`src/rtl/cim_pkg.sv`:
```
// -----------------------------------------------------------------------------
// cim_pkg
// Shared widths and the compute-FSM state type for the CIM sequencer slice.
//   A_W  : CIM write-address width
//   D_W  : CIM row-data width
//   X_W  : activation vector width
//   N_W  : CIM result width
//   cfsm_t : compute FSM states (C_IDLE -> C_START -> C_WAIT -> C_RES)
// -----------------------------------------------------------------------------
package cim_pkg;

    localparam int A_W = 8;
    localparam int D_W = 24;
    localparam int X_W = 192;
    localparam int N_W = 51;

    typedef enum logic [1:0] {
        C_IDLE,
        C_START,
        C_WAIT,
        C_RES
    } cfsm_t;

endpackage

```
`src/rtl/cim_seq_wdog.sv`:
```
// -----------------------------------------------------------------------------
// cim_seq_wdog
// Watchdog counter for the compute wait phase. Only instantiated by
// cim_seq_ctrl when CIM_SEQ_TIMEOUT_EN is defined.
// Ports:
//   clk      in   system clock
//   rstn     in   asynchronous active-low reset
//   clear    in   return the count to zero
//   enable   in   count one cycle
//   expired  out  high during the TIMEOUT_CYC-th enabled cycle
// -----------------------------------------------------------------------------
module cim_seq_wdog #(
    parameter int TIMEOUT_CYC = 1024
) (
    input  logic clk,
    input  logic rstn,
    input  logic clear,
    input  logic enable,
    output logic expired
);

    localparam int CW = $clog2(TIMEOUT_CYC + 1);

    logic [CW-1:0] cnt;

    // First enabled cycle sees cnt=0, so the TIMEOUT_CYC-th sees TIMEOUT_CYC-1.
    assign expired = (cnt == CW'(TIMEOUT_CYC - 1));

    always_ff @(posedge clk or negedge rstn) begin
        if (!rstn) begin
            cnt <= '0;
        end else if (clear) begin
            cnt <= '0;
        end else if (enable && !expired) begin
            cnt <= cnt + CW'(1);
        end
    end

endmodule

```
`src/rtl/cim_seq_ctrl.sv`:
```
// -----------------------------------------------------------------------------
// cim_seq_ctrl
// Sequencer in front of the CIM top. Weight bursts stream into the shadow
// bank while compute jobs run on the active bank; a completed burst is
// swapped in (cima toggles) once the compute FSM is idle.
// Optional feature macro: CIM_SEQ_TIMEOUT_EN adds a watchdog on the wait
// phase that aborts a job with res_err=1, res_data=0 after TIMEOUT_CYC cycles.
// Ports:
//   clk, rstn                       clock, asynchronous active-low reset
//   wl_valid/wl_ready/wl_addr/wl_data/wl_last   weight-load beats
//   job_valid/job_ready/job_xin/job_inw/job_ww  compute jobs
//   res_valid/res_ready/res_data/res_err        results
//   cima, WA, D, start, inwidth, wwidth, xin0   drive to CIM top
//   nout, st                                    result from CIM top
// -----------------------------------------------------------------------------
module cim_seq_ctrl
    import cim_pkg::*;
#(
    parameter logic [A_W-1:0] PARK_ADDR = 8'hFF
`ifdef CIM_SEQ_TIMEOUT_EN
    ,
    parameter int TIMEOUT_CYC = 1024
`endif
) (
    input  logic           clk,
    input  logic           rstn,
    input  logic           wl_valid,
    output logic           wl_ready,
    input  logic [A_W-1:0] wl_addr,
    input  logic [D_W-1:0] wl_data,
    input  logic           wl_last,
    input  logic           job_valid,
    output logic           job_ready,
    input  logic [X_W-1:0] job_xin,
    input  logic           job_inw,
    input  logic           job_ww,
    output logic           res_valid,
    input  logic           res_ready,
    output logic [N_W-1:0] res_data,
    output logic           res_err,
    output logic           cima,
    output logic [A_W-1:0] WA,
    output logic [D_W-1:0] D,
    output logic           start,
    output logic           inwidth,
    output logic           wwidth,
    output logic [X_W-1:0] xin0,
    input  logic [N_W-1:0] nout,
    input  logic           st
);

    cfsm_t cfsm, cfsm_nxt;

    logic active_ok;    // active bank holds a complete weight set
    logic shadow_full;  // shadow bank holds a complete burst awaiting swap
    logic in_burst;     // a burst is partially written into the shadow bank
    logic swap_now;
    logic wl_fire;
    logic job_fire;
    logic timeout;

    // A swap toggles cima, so it must not land between beats of one burst.
    assign swap_now  = (cfsm == C_IDLE) && shadow_full && !in_burst;
    assign wl_ready  = !shadow_full && !swap_now;
    assign wl_fire   = wl_valid && wl_ready;
    assign job_ready = (cfsm == C_IDLE) && active_ok && !swap_now;
    assign job_fire  = job_valid && job_ready;

`ifdef CIM_SEQ_TIMEOUT_EN
    logic wdog_expired;

    cim_seq_wdog #(
        .TIMEOUT_CYC(TIMEOUT_CYC)
    ) u_wdog (
        .clk    (clk),
        .rstn   (rstn),
        .clear  (cfsm != C_WAIT),
        .enable (cfsm == C_WAIT),
        .expired(wdog_expired)
    );

    // st arriving in the expiry cycle still wins; anything later is ignored.
    assign timeout = (cfsm == C_WAIT) && wdog_expired && !st;
`else
    assign timeout = 1'b0;
`endif

    // ---------------------------------------------------------------- FSM
    // NOTE: sequential state uses non-blocking (<=) so every register samples
    // the pre-edge values; blocking here would create order-dependent races.
    always_ff @(posedge clk or negedge rstn) begin
        if (!rstn) cfsm <= C_IDLE;
        else       cfsm <= cfsm_nxt;
    end

    // NOTE: every signal written here gets a default first; a path that left
    // one unassigned would infer a latch.
    always_comb begin
        cfsm_nxt = cfsm;
        start    = 1'b0;
        case (cfsm)
            C_IDLE:  if (job_fire) cfsm_nxt = C_START;
            C_START: begin
                start    = 1'b1;
                cfsm_nxt = C_WAIT;
            end
            C_WAIT:  if (st || timeout) cfsm_nxt = C_RES;
            C_RES:   if (res_ready) cfsm_nxt = C_IDLE;
            default: cfsm_nxt = C_IDLE;
        endcase
    end

    // ------------------------------------------------- load path and banks
    always_ff @(posedge clk or negedge rstn) begin
        if (!rstn) begin
            WA          <= PARK_ADDR;
            D           <= '0;
            cima        <= 1'b0;
            active_ok   <= 1'b0;
            shadow_full <= 1'b0;
            in_burst    <= 1'b0;
        end else begin
            if (wl_fire) begin
                WA <= wl_addr;
                D  <= wl_data;
                if (wl_last) begin
                    in_burst    <= 1'b0;
                    shadow_full <= 1'b1;
                end else begin
                    in_burst <= 1'b1;
                end
            end else begin
                // Park on a row that is never loaded so idle cycles write nothing useful.
                WA <= PARK_ADDR;
                D  <= '0;
            end
            // wl_ready is low while shadow_full, so this never collides with wl_fire.
            if (swap_now) begin
                cima        <= ~cima;
                active_ok   <= 1'b1;
                shadow_full <= 1'b0;
            end
        end
    end

    // ----------------------------------------------- job latch and result
    always_ff @(posedge clk or negedge rstn) begin
        if (!rstn) begin
            xin0      <= '0;
            inwidth   <= 1'b0;
            wwidth    <= 1'b0;
            res_valid <= 1'b0;
            res_data  <= '0;
        end else begin
            if (job_fire) begin
                xin0    <= job_xin;
                inwidth <= job_inw;
                wwidth  <= job_ww;
            end
            if (cfsm == C_WAIT && st) begin
                res_data  <= nout;
                res_valid <= 1'b1;
            end else if (timeout) begin
                res_data  <= '0;
                res_valid <= 1'b1;
            end else if (cfsm == C_RES && res_ready) begin
                res_valid <= 1'b0;
            end
        end
    end

`ifdef CIM_SEQ_TIMEOUT_EN
    always_ff @(posedge clk or negedge rstn) begin
        if (!rstn) begin
            res_err <= 1'b0;
        end else if (cfsm == C_WAIT && st) begin
            res_err <= 1'b0;
        end else if (timeout) begin
            res_err <= 1'b1;
        end
    end
`else
    assign res_err = 1'b0;
`endif

endmodule
```
`config.mk`:
```
export PLATFORM = sky130hd
export DESIGN_NAME = cim_seq_ctrl
export DESIGN_NICKNAME = d
export VERILOG_FILES = /design/src/rtl/cim_pkg.sv /design/src/rtl/cim_seq_wdog.sv /design/src/rtl/cim_seq_ctrl.sv
export SDC_FILE = /design/constraint.sdc
export NUM_CORES = 1
export LEC_CHECK = 0
export CORE_AREA = 2 2 219 221
export CTS_BUF_LIST = sky130_fd_sc_hd__clkbuf_16
export DETAILED_ROUTE_END_ITERATION = 10
export DIE_AREA = 0 0 221 223
export SLEW_MARGIN = 40
export SYNTH_ARGS = -nofsm -noshare
export SYNTH_HDL_FRONTEND = slang
export SYNTH_SLANG_ARGS = --single-unit
```
`constraint.sdc`:
```
create_clock -name clk -period 1.8 [get_ports clk]
set_input_delay 0.27 -clock clk [delete_from_list [all_inputs] [get_ports clk]]
set_output_delay 0.27 -clock clk [all_outputs]
set_load 0.02 [all_outputs]
```
Word-level counts from Yosys, hierarchy flattened. Cells that the tools add are included.

Flip-flop bits (word level): 284. Bits in latches: 0. Memory bits (writable): 0. Memory bits (read-only): 0. Bits of input ports: 284. Output and inout port bits: 283. Word-level logic and storage cells: 50. Memories kept: 0.

Add/subtract/negate cells: 0. $mul: 0. Divide/modulo/power cells: 0. $lt $le $gt $ge: 0. Equal/unequal tests: 6. Shift operators: 0. Multiplexer cells: 13. Bitwise logic cells: 1. Reductions and logical operators: 18.

Operators with widths (number): 2-to-1 mux 24 bit (1); logical AND 1 bit (9); 2-to-1 mux 8 bit (1); case mux 2 bit (4 select lines) (1); 2-to-1 mux 1 bit (7); 2-to-1 mux 2 bit (3); != test 2 bit, second input constant (3); nonzero test 2 bit (3); == test 2 bit, second input constant (2); zero test 1 bit (3); AND reduction 3 bit (1); == test 2 x 1 -> 1 bit, second input constant (1); zero test 2 bit (1); AND reduction 2 bit (1); inverter 1 bit (1).

Depth between registers and ports, before layout.
Word-level depth: 8. Gate-level depth with buffers: 6. Depth with buffers taken out: 4.

Worst setup path before layout. No wires, ideal clock.

Path kind: register -> register. Start: register cfsm[0]. End: register xin0[100]. Setup time: 0.125 ns. Data arrival time: 1.489 ns. Required time: 1.675 ns. Slack: 0.186 ns. Stages on the path, launching flop included: 7. Buffers on the path: 2. Clock period less this slack: 1.614 ns. Cell sequence: dfrtp_1 -> inv_1 -> ha_1 -> nand4_2 -> buf_6 -> buf_6 -> mux2_4.

Longest elaborated chain between the ends: 6. Elaborated cells on any way between the ends: 7. Classes of those cells: reduce/logical: 7.

RTL lines: start, declared (RTL line cim_seq_ctrl.sv:52) `cfsm_t cfsm, cfsm_nxt;`; start signal, assigned (RTL line cim_seq_ctrl.sv:93) `else cfsm <= cfsm_nxt;`; zero test 2 bit * (RTL line cim_seq_ctrl.sv:63, cim_seq_ctrl.sv:66); logical AND 1 bit (2 in a row) (RTL line cim_seq_ctrl.sv:63) `assign swap_now = (cfsm == C_IDLE) && shadow_full && !in_burst;`; zero test 1 bit (RTL line cim_seq_ctrl.sv:66) `assign job_ready = (cfsm == C_IDLE) && active_ok && !swap_now;`; logical AND 1 bit * (RTL line cim_seq_ctrl.sv:66); logical AND 1 bit * (RTL line cim_seq_ctrl.sv:67) `assign job_fire = job_valid && job_ready;`; end signal, assigned (RTL line cim_seq_ctrl.sv:156) `xin0 <= job_xin;`; end, declared (RTL line cim_seq_ctrl.sv:47) `output logic [X_W-1:0] xin0,`.

Mark *: on every way between the ends. The rest lies on a longest branch, timed or not. A chain may end at the register's enable or synchronous reset.

Worst setup path in the final report.
Start: register xin0[183]. End: output xin0[183].

No word-level cell between the ends.

==> reports/qor.txt <==
Die X - 221 µm
total leakage power - 9.098 nW
Clock Tree Root - clkbuf_16
most frequent cells after synthesis - 276 x dfrtp_1, 100 x mux2_4, 86 x mux2_2
largest net degree at the start of global routing - 50
# DRC - 0
top cell type by total area after synthesis - dfrtp_1
GPL Wtd Cong - 0.7953
Util after Layout - 0.3967
Total Routed Length - 34120 µm
slowest CP cell - clkdlybuf4s50_1
Seq/Total Area, Yosys - 0.6518
Sw Share - 0.3526
Filler Cell Count - 4552
initial antenna violation count - 0
total gr overflow - 0
global-route wire length before repair - 51600 µm
Mapped Nets - 910
Avg Cell Area, Syn - 17.56 µm²
share of cells above drive strength 1 - 0.2289
Vias - 7463
internal cell power - 21.79 mW
startpoint type of the worst setup path - flop
Worst EP arrival - 1.48 ns
# diodes - 0
wire per inst - 18.22 µm
Syn Std Cell Area - 10920 µm²
critical path class - flop to output port
worst IR drop on VDD - 1.173 mV
ys flop type - dfrtp_1
Flop pwr share - 0.326
FP Rows - 80
die height - 223 µm
Distinct cells, synth - 26
synth top area cells - dfrtp_1 63%, mux2_4 14%, mux2_2 8.9%, mux2_1 6.2%, dfstp_2 1.9%
Inst Count DP - 1811
slowest cell delay on critical path - 0.62 ns
Logic pwr share - 0.472
num ports - 567
Clock Pin Slew Worst Setup and Hold Paths - 0.06 ns
most frequent cell after synthesis - dfrtp_1
CP Data Required Time - 1.53 ns
Num CTS Buffers - 34
fin crit period - 1.754 ns
critical path launch point - xin0[183]
Tcrit/Tclk final - 0.9745
FFs w/ async S/R, synth - 1.000
min-delay src - wl_addr[5]
Max FO, Critical Path - 2
FF+latch count, synth - 284
H-tree Lvls - 2
status - finished, final reports clean
hold crit path type - input port to flop
Max-Cap Viols - 0
vias per cell - 3.985
Max Transition Viols Final - 0
TritonRoute pass-1 iters - 4
vias in the first global route - 8327
Die ar. - 49280 µm²
Crit path max-delay family - buffers and inverters
Final Hold Vio Count - 0
worst-skew pair later-pin latency - 0.53 ns
Iteration-0 DRC Markers - 185
Peak Freq - 0.5701 GHz
sequential cell area - 7117 µm²
Pwr Total - 33.65 mW
Clk pwr share - 0.202
FF-to-FF Start - cfsm[0]
final setup vio count - 0
TritonCTS clock tree - yes
Yosys top cell area share - 0.6325
Net count, final - 1521
Worst Path Buf+Inv - 1
Starting Density - 0.2316
area delta synth->final - 71.30%
total track usage - 0.1361
synth warn - 0
area used by multi-input combinational logic - 3558 µm²
Cell Pwr Density - 1799 nW/µm²
RSZ-0062 raised after global routing - yes
Clock Path Buffers - 3
number of synthesized flops with an enable pin - 0
DPL Wire Length - 26220 µm
clock skew - 0.01506 ns
core area - 47150 µm²
Antenna Nets Post-Route - 0
Non-Filler Instances - 1873
clock sink count - 284
CP cell instances - clkdlybuf4s50_1
port bufs - 565
CP endpoint kind - output port
Syn Inst Count - 622
Switch Pwr - 11.86 mW
==> flip-flops by register name, summed over array words and instances (netlist names) <==
name / count
active_ok: 1
cfsm: 2
in_burst: 1
D: 24
res_data: 51
WA: 8
cima: 1
inwidth: 1
xin0: 192
wwidth: 1
shadow_full: 1
res_valid: 1
==> metrics by stage <==
stage	setup TNS [ns]	hold WS, ns	instance area, µm²	worst slack [ns]
global placement	-0.1060	0.2384	17580	-0.05017
global route	-0.03208	0.2604	18700	-0.03199
floorplan	0	-0.02559	10920	0.1861
CTS	-0.02349	0.2370	18530	-0.02349
finish	0	0.2784	18700	0.04589
detailed placement	-0.5349	0.2383	17580	-0.04877
==> power groups by stage <==
stage | registers, mW | logic, mW | clock network (mW)
CTS | 11.1 | 16.3 | 7.05
floorplan | 14.6 | 5.16 | 0
detailed placement | 11.2 | 17.3 | 0
finish | 11.0 | 15.9 | 6.79
global placement | 11.1 | 17.1 | 0
global route | 11.4 | 16.7 | 7.29
==> final cells by class <==
class	instances	area share
Timing Repair Buffer	605	0.3280
Multi-Input combinational cell	303	0.1902
Sequential cell	284	0.3805
Inverter	5	0.001003
Tap cell	615	0.04114
Clock inverter	24	0.009633
Clock buffer	37	0.04950
==> cell usage in the layout (no fill, tap or decap), types with 3 or more instances in the layout <==
| cell type | count |
|---|---|
| ha_1 | 3 |
| and2_1 | 24 |
| nand2b_1 | 9 |
| bufinv_16 | 3 |
| dfstp_2 | 8 |
| dlymetal6s2s_1 | 68 |
| clkinv_1 | 11 |
| dlygate4sd2_1 | 146 |
| a21oi_1 | 3 |
| clkdlybuf4s50_1 | 348 |
| mux2_1 | 60 |
| buf_4 | 24 |
| mux2_4 | 100 |
| nand2_1 | 4 |
| mux2_2 | 86 |
| buf_12 | 15 |
| inv_1 | 9 |
| clkbuf_16 | 37 |
| dfrtp_1 | 276 |
==> kinds of logic after synthesis <==
group	Yosys count	share of synthesized area
adders and majority gates	4	0.004584
muxes	247	0.2890
other	1	0.0003434
and+or+nand+nor	46	0.02555
DFF	284	0.6518
AOI/OAI and AO/OA	4	0.002291
xor gates and xnor gates	1	0.0008023
buffers and inverters	35	0.02567
==> final timing paths <==
path,depth (start not counted),slack [ns],to
worst max-delay path,1,0.05,xin0[183]
worst min-delay path,2,0.28,WA[5]
worst max register to register,6,0.14,xin0[176]
worst min register to register,1,0.47,cima
max in group asynchronous,3,0.79,WA[0]
min in group asynchronous,2,0.29,xin0[84]
==> per-layer routing <==
layer | vias to the layer above | track usage | share of wire
met4 | 0 | 0.04525 | 0.023
met3 | 48 | 0.05689 | 0.094
met1 | 3682 | 0.1490 | 0.38
li1 | 3378 | - | -
met5 | - | 0 | 0
met2 | 355 | 0.2377 | 0.51
==> timing repair <==
item                                   4_1_cts  5_1_grt
pin swaps                                    0        1
setup buffers                                0        0
resized for setup                          160       70
hold buffers                                 1        0
setup endpoints to repair                  148       70
endpoints found under the hold margin       38        0
Power figures use the tool's default switching activity.
==> RTL edit: new RTL, same settings <==
Build with the macro `CIM_SEQ_TIMEOUT_EN` defined.
--- a/src/rtl/cim_seq_ctrl.sv
+++ b/src/rtl/cim_seq_ctrl.sv
@@ -13,6 +13,8 @@
 //   cima, WA, D, start, inwidth, wwidth, xin0   drive to CIM top
 //   nout, st                                    result from CIM top
 // -----------------------------------------------------------------------------
+`define CIM_SEQ_TIMEOUT_EN
+
 module cim_seq_ctrl
     import cim_pkg::*;
 #(
Formal check against the unedited RTL: no difference found for any inputs over 4 cycles, from zero or initial values and one cycle with rstn low; that may be too few to reach the edited logic, so the function may still have changed.
==> RTL edit against the unedited design <==
  * The run now ends with negative setup slack left
  * Worst setup slack worse by 0.097 ns
  * Combinational power up 6%
  * Power up 2.3%
  * Die area unchanged
  * Area after synthesis up 7.3%
  * Synthesized cell count up 11%
  * Cell area up 5.3%
  * Sequential cell count up 12
  * Final cell count up 4.5%
  * Routed wire length up 13%
  * Highest routed layer is now met5
==> RTL edit: results (changes against the unedited design) <==
set qor(arrival_ns) 2.26 ;# +0.78 ns
set qor(synth.avg_cell_area_sq_um) 17.0 ;# -3.2%
set qor(port_buffers) 566 ;# +0.18%
set qor(total_clock_sinks) 296 ;# +4.2%
set qor(yosysUniqueCellTypes) 39 ;# +50%
set qor(clock_network_area_fraction_pct) 5.00 ;# -0.91 points
set qor(synth.top_cells.by_area) {sky130_fd_sc_hd__dfrtp_1, sky130_fd_sc_hd__mux2_4, sky130_fd_sc_hd__a22o_1}
set qor(synthesis.nets) 979 ;# +7.6%
set qor(initial_antenna_violation_count) 3 ;# +3
set qor(gpl.final_weighted_congestion) 0.801 ;# +0.75%
set qor(timing.clock.skew_ns) 0.0241 ;# +0.00899 ns
set qor(nonClockBufferCount) 632 ;# +4.5%
set qor(use_met1_pct) 18.3 ;# +3.4 points
set qor(ys_seq_area_share_pct) 63.3 ;# -1.8 points
set qor(crit_path_max_fanout) 5 ;# +3
set qor(top_register) {xin0}
set qor(nFillCells) 4431 ;# -2.7%
set qor(r2r_cells) 8 ;# +2
set qor(antennaDiodeCount) 1 ;# +1
set qor(routed-via-count) 8216 ;# +10%
set qor(num-nets-final) 1611 ;# +5.9%
set qor(synth_top_cells_by_count) {sky130_fd_sc_hd__dfrtp_1, sky130_fd_sc_hd__mux2_4, sky130_fd_sc_hd__a22o_1}
set qor(multi_input_cells) 352 ;# +16%
set qor(postCtsSetupRepairBufs) 5 ;# +5
set qor(drt_first_iter_violations) 244 ;# +32%
set qor(ctsResizeCount) 218 ;# +36%
set qor(power.static_leakage_nw) 10.1 ;# +11%
set qor(numPlacedInstances) 1881 ;# +3.9%
set qor(fraction_of_standard_cell_area_in_multi_input_logic_pct) 20.3 ;# +1.3 points
set qor(inverters_excl_clock) 4 ;# -1
set qor(grt_met3_use_pct) 5.86 ;# +0.17 points
set qor(setup_ws_pre_cts_ns) -0.0474 ;# +0.00138 ns
set qor(outcome) {complete, but fails checks}
set qor(hold-path-endpoint) {WA[4]}
set qor(finalWorstSetupSlack_ns) -0.0508 ;# -0.0967 ns
set qor(dp_hpwl_microns) 27300 ;# +4.3%
set qor(peakVddDrop_uv) 997 ;# -15%
set qor(critical_path.reg2reg.endpoint) {xin0[55]}
set qor(min_from) {wl_addr[4]}
set qor(routed_wirelength_microns) 38500 ;# +13%
set qor(global_route.usage.total_pct) 14.9 ;# +1.3 points
set qor(seq_power_share_pct) 32.8 ;# +0.2 points
set qor(grt_start_max_net_pins) 62 ;# +24%
set qor(finalSetupViolCount) 141 ;# +141
set qor(grt_first_pass_wirelength_microns) 56500 ;# +9.5%
set qor(failing_checks) {negative setup slack}
set qor(drive_gt1_share_pct) 24.5 ;# +1.6 points
set qor(cts_made_buffers) 35 ;# +2.9%
set qor(area_occupied_by_registers_sq_um) 7420 ;# +4.2%
set qor(final.setup.tns_ns) -2.99 ;# -2.99 ns
set qor(rr_startpoint) {cfsm[1]}
set qor(power_report.internal_total_mw) 22.1 ;# +1.3%
set qor(grt_util_met2_pct) 24.4 ;# +0.68 points
## RTL edit: cell types whose count changed in the layout (fill, tap and decap cells not counted), sizes merged, moves of 12 or more
cell           delta
clkdlybuf4s50    -45
mux2             -51
dfrtp            +12
buf              +19
a22o             +52
dlygate4sd2      +52
## RTL edit: worst max-delay path, stage by stage (launching register included)
cell                        delay (ns)
sky130_fd_sc_hd__dfrtp_1          0.38
sky130_fd_sc_hd__inv_2            0.08
sky130_fd_sc_hd__ha_4             0.14
sky130_fd_sc_hd__and3_4           0.22
sky130_fd_sc_hd__buf_12           0.11
sky130_fd_sc_hd__nand2_8          0.09
sky130_fd_sc_hd__clkbuf_16        0.22
sky130_fd_sc_hd__clkbuf_16        0.17
sky130_fd_sc_hd__mux2_4           0.29
## RTL edit: cells by family after synthesis
| group | share of synthesized area [%] |
|---|---|
| AO/OA/AOI/OAI | 5.23 |
| adder cells (fa/ha/maj) | 0.641 |
| AND/OR/NAND/NOR | 3.65 |
| flip-flops | 63.3 |
| multiplexers | 24.0 |
| buffers and inverters | 2.94 |
| XOR/XNOR | 0.150 |
## RTL edit: worst max-delay path by stage
stage / cells past startpoint / to / startpoint
floorplan: 7 / xin0[100] / cfsm[0]
global placement: 4 / xin0[191] / job_valid
detailed placement: 4 / wwidth / job_valid
CTS: 7 / xin0[14] / in_burst
global route: 8 / xin0[165] / cfsm[1]
finish: 8 / xin0[55] / cfsm[1]
## RTL edit: stage by stage
stage	hold WS (ns)	instance area (sq um)
after detailed placement	0.280	18400
after CTS	0.217	19300
after global placement	0.285	18400
after global routing	0.230	19700
final	0.259	19700
after floorplan	-0.0256	11700
## RTL edit: routing by layer
metal	part of all wire [%]	vias up	wire length [microns]
li1	-	3717	-
met1	41	4055	15700
met2	48	385	18500
met3	8.7	55	3350
met4	2.2	4	862
met5	0.070	-	27
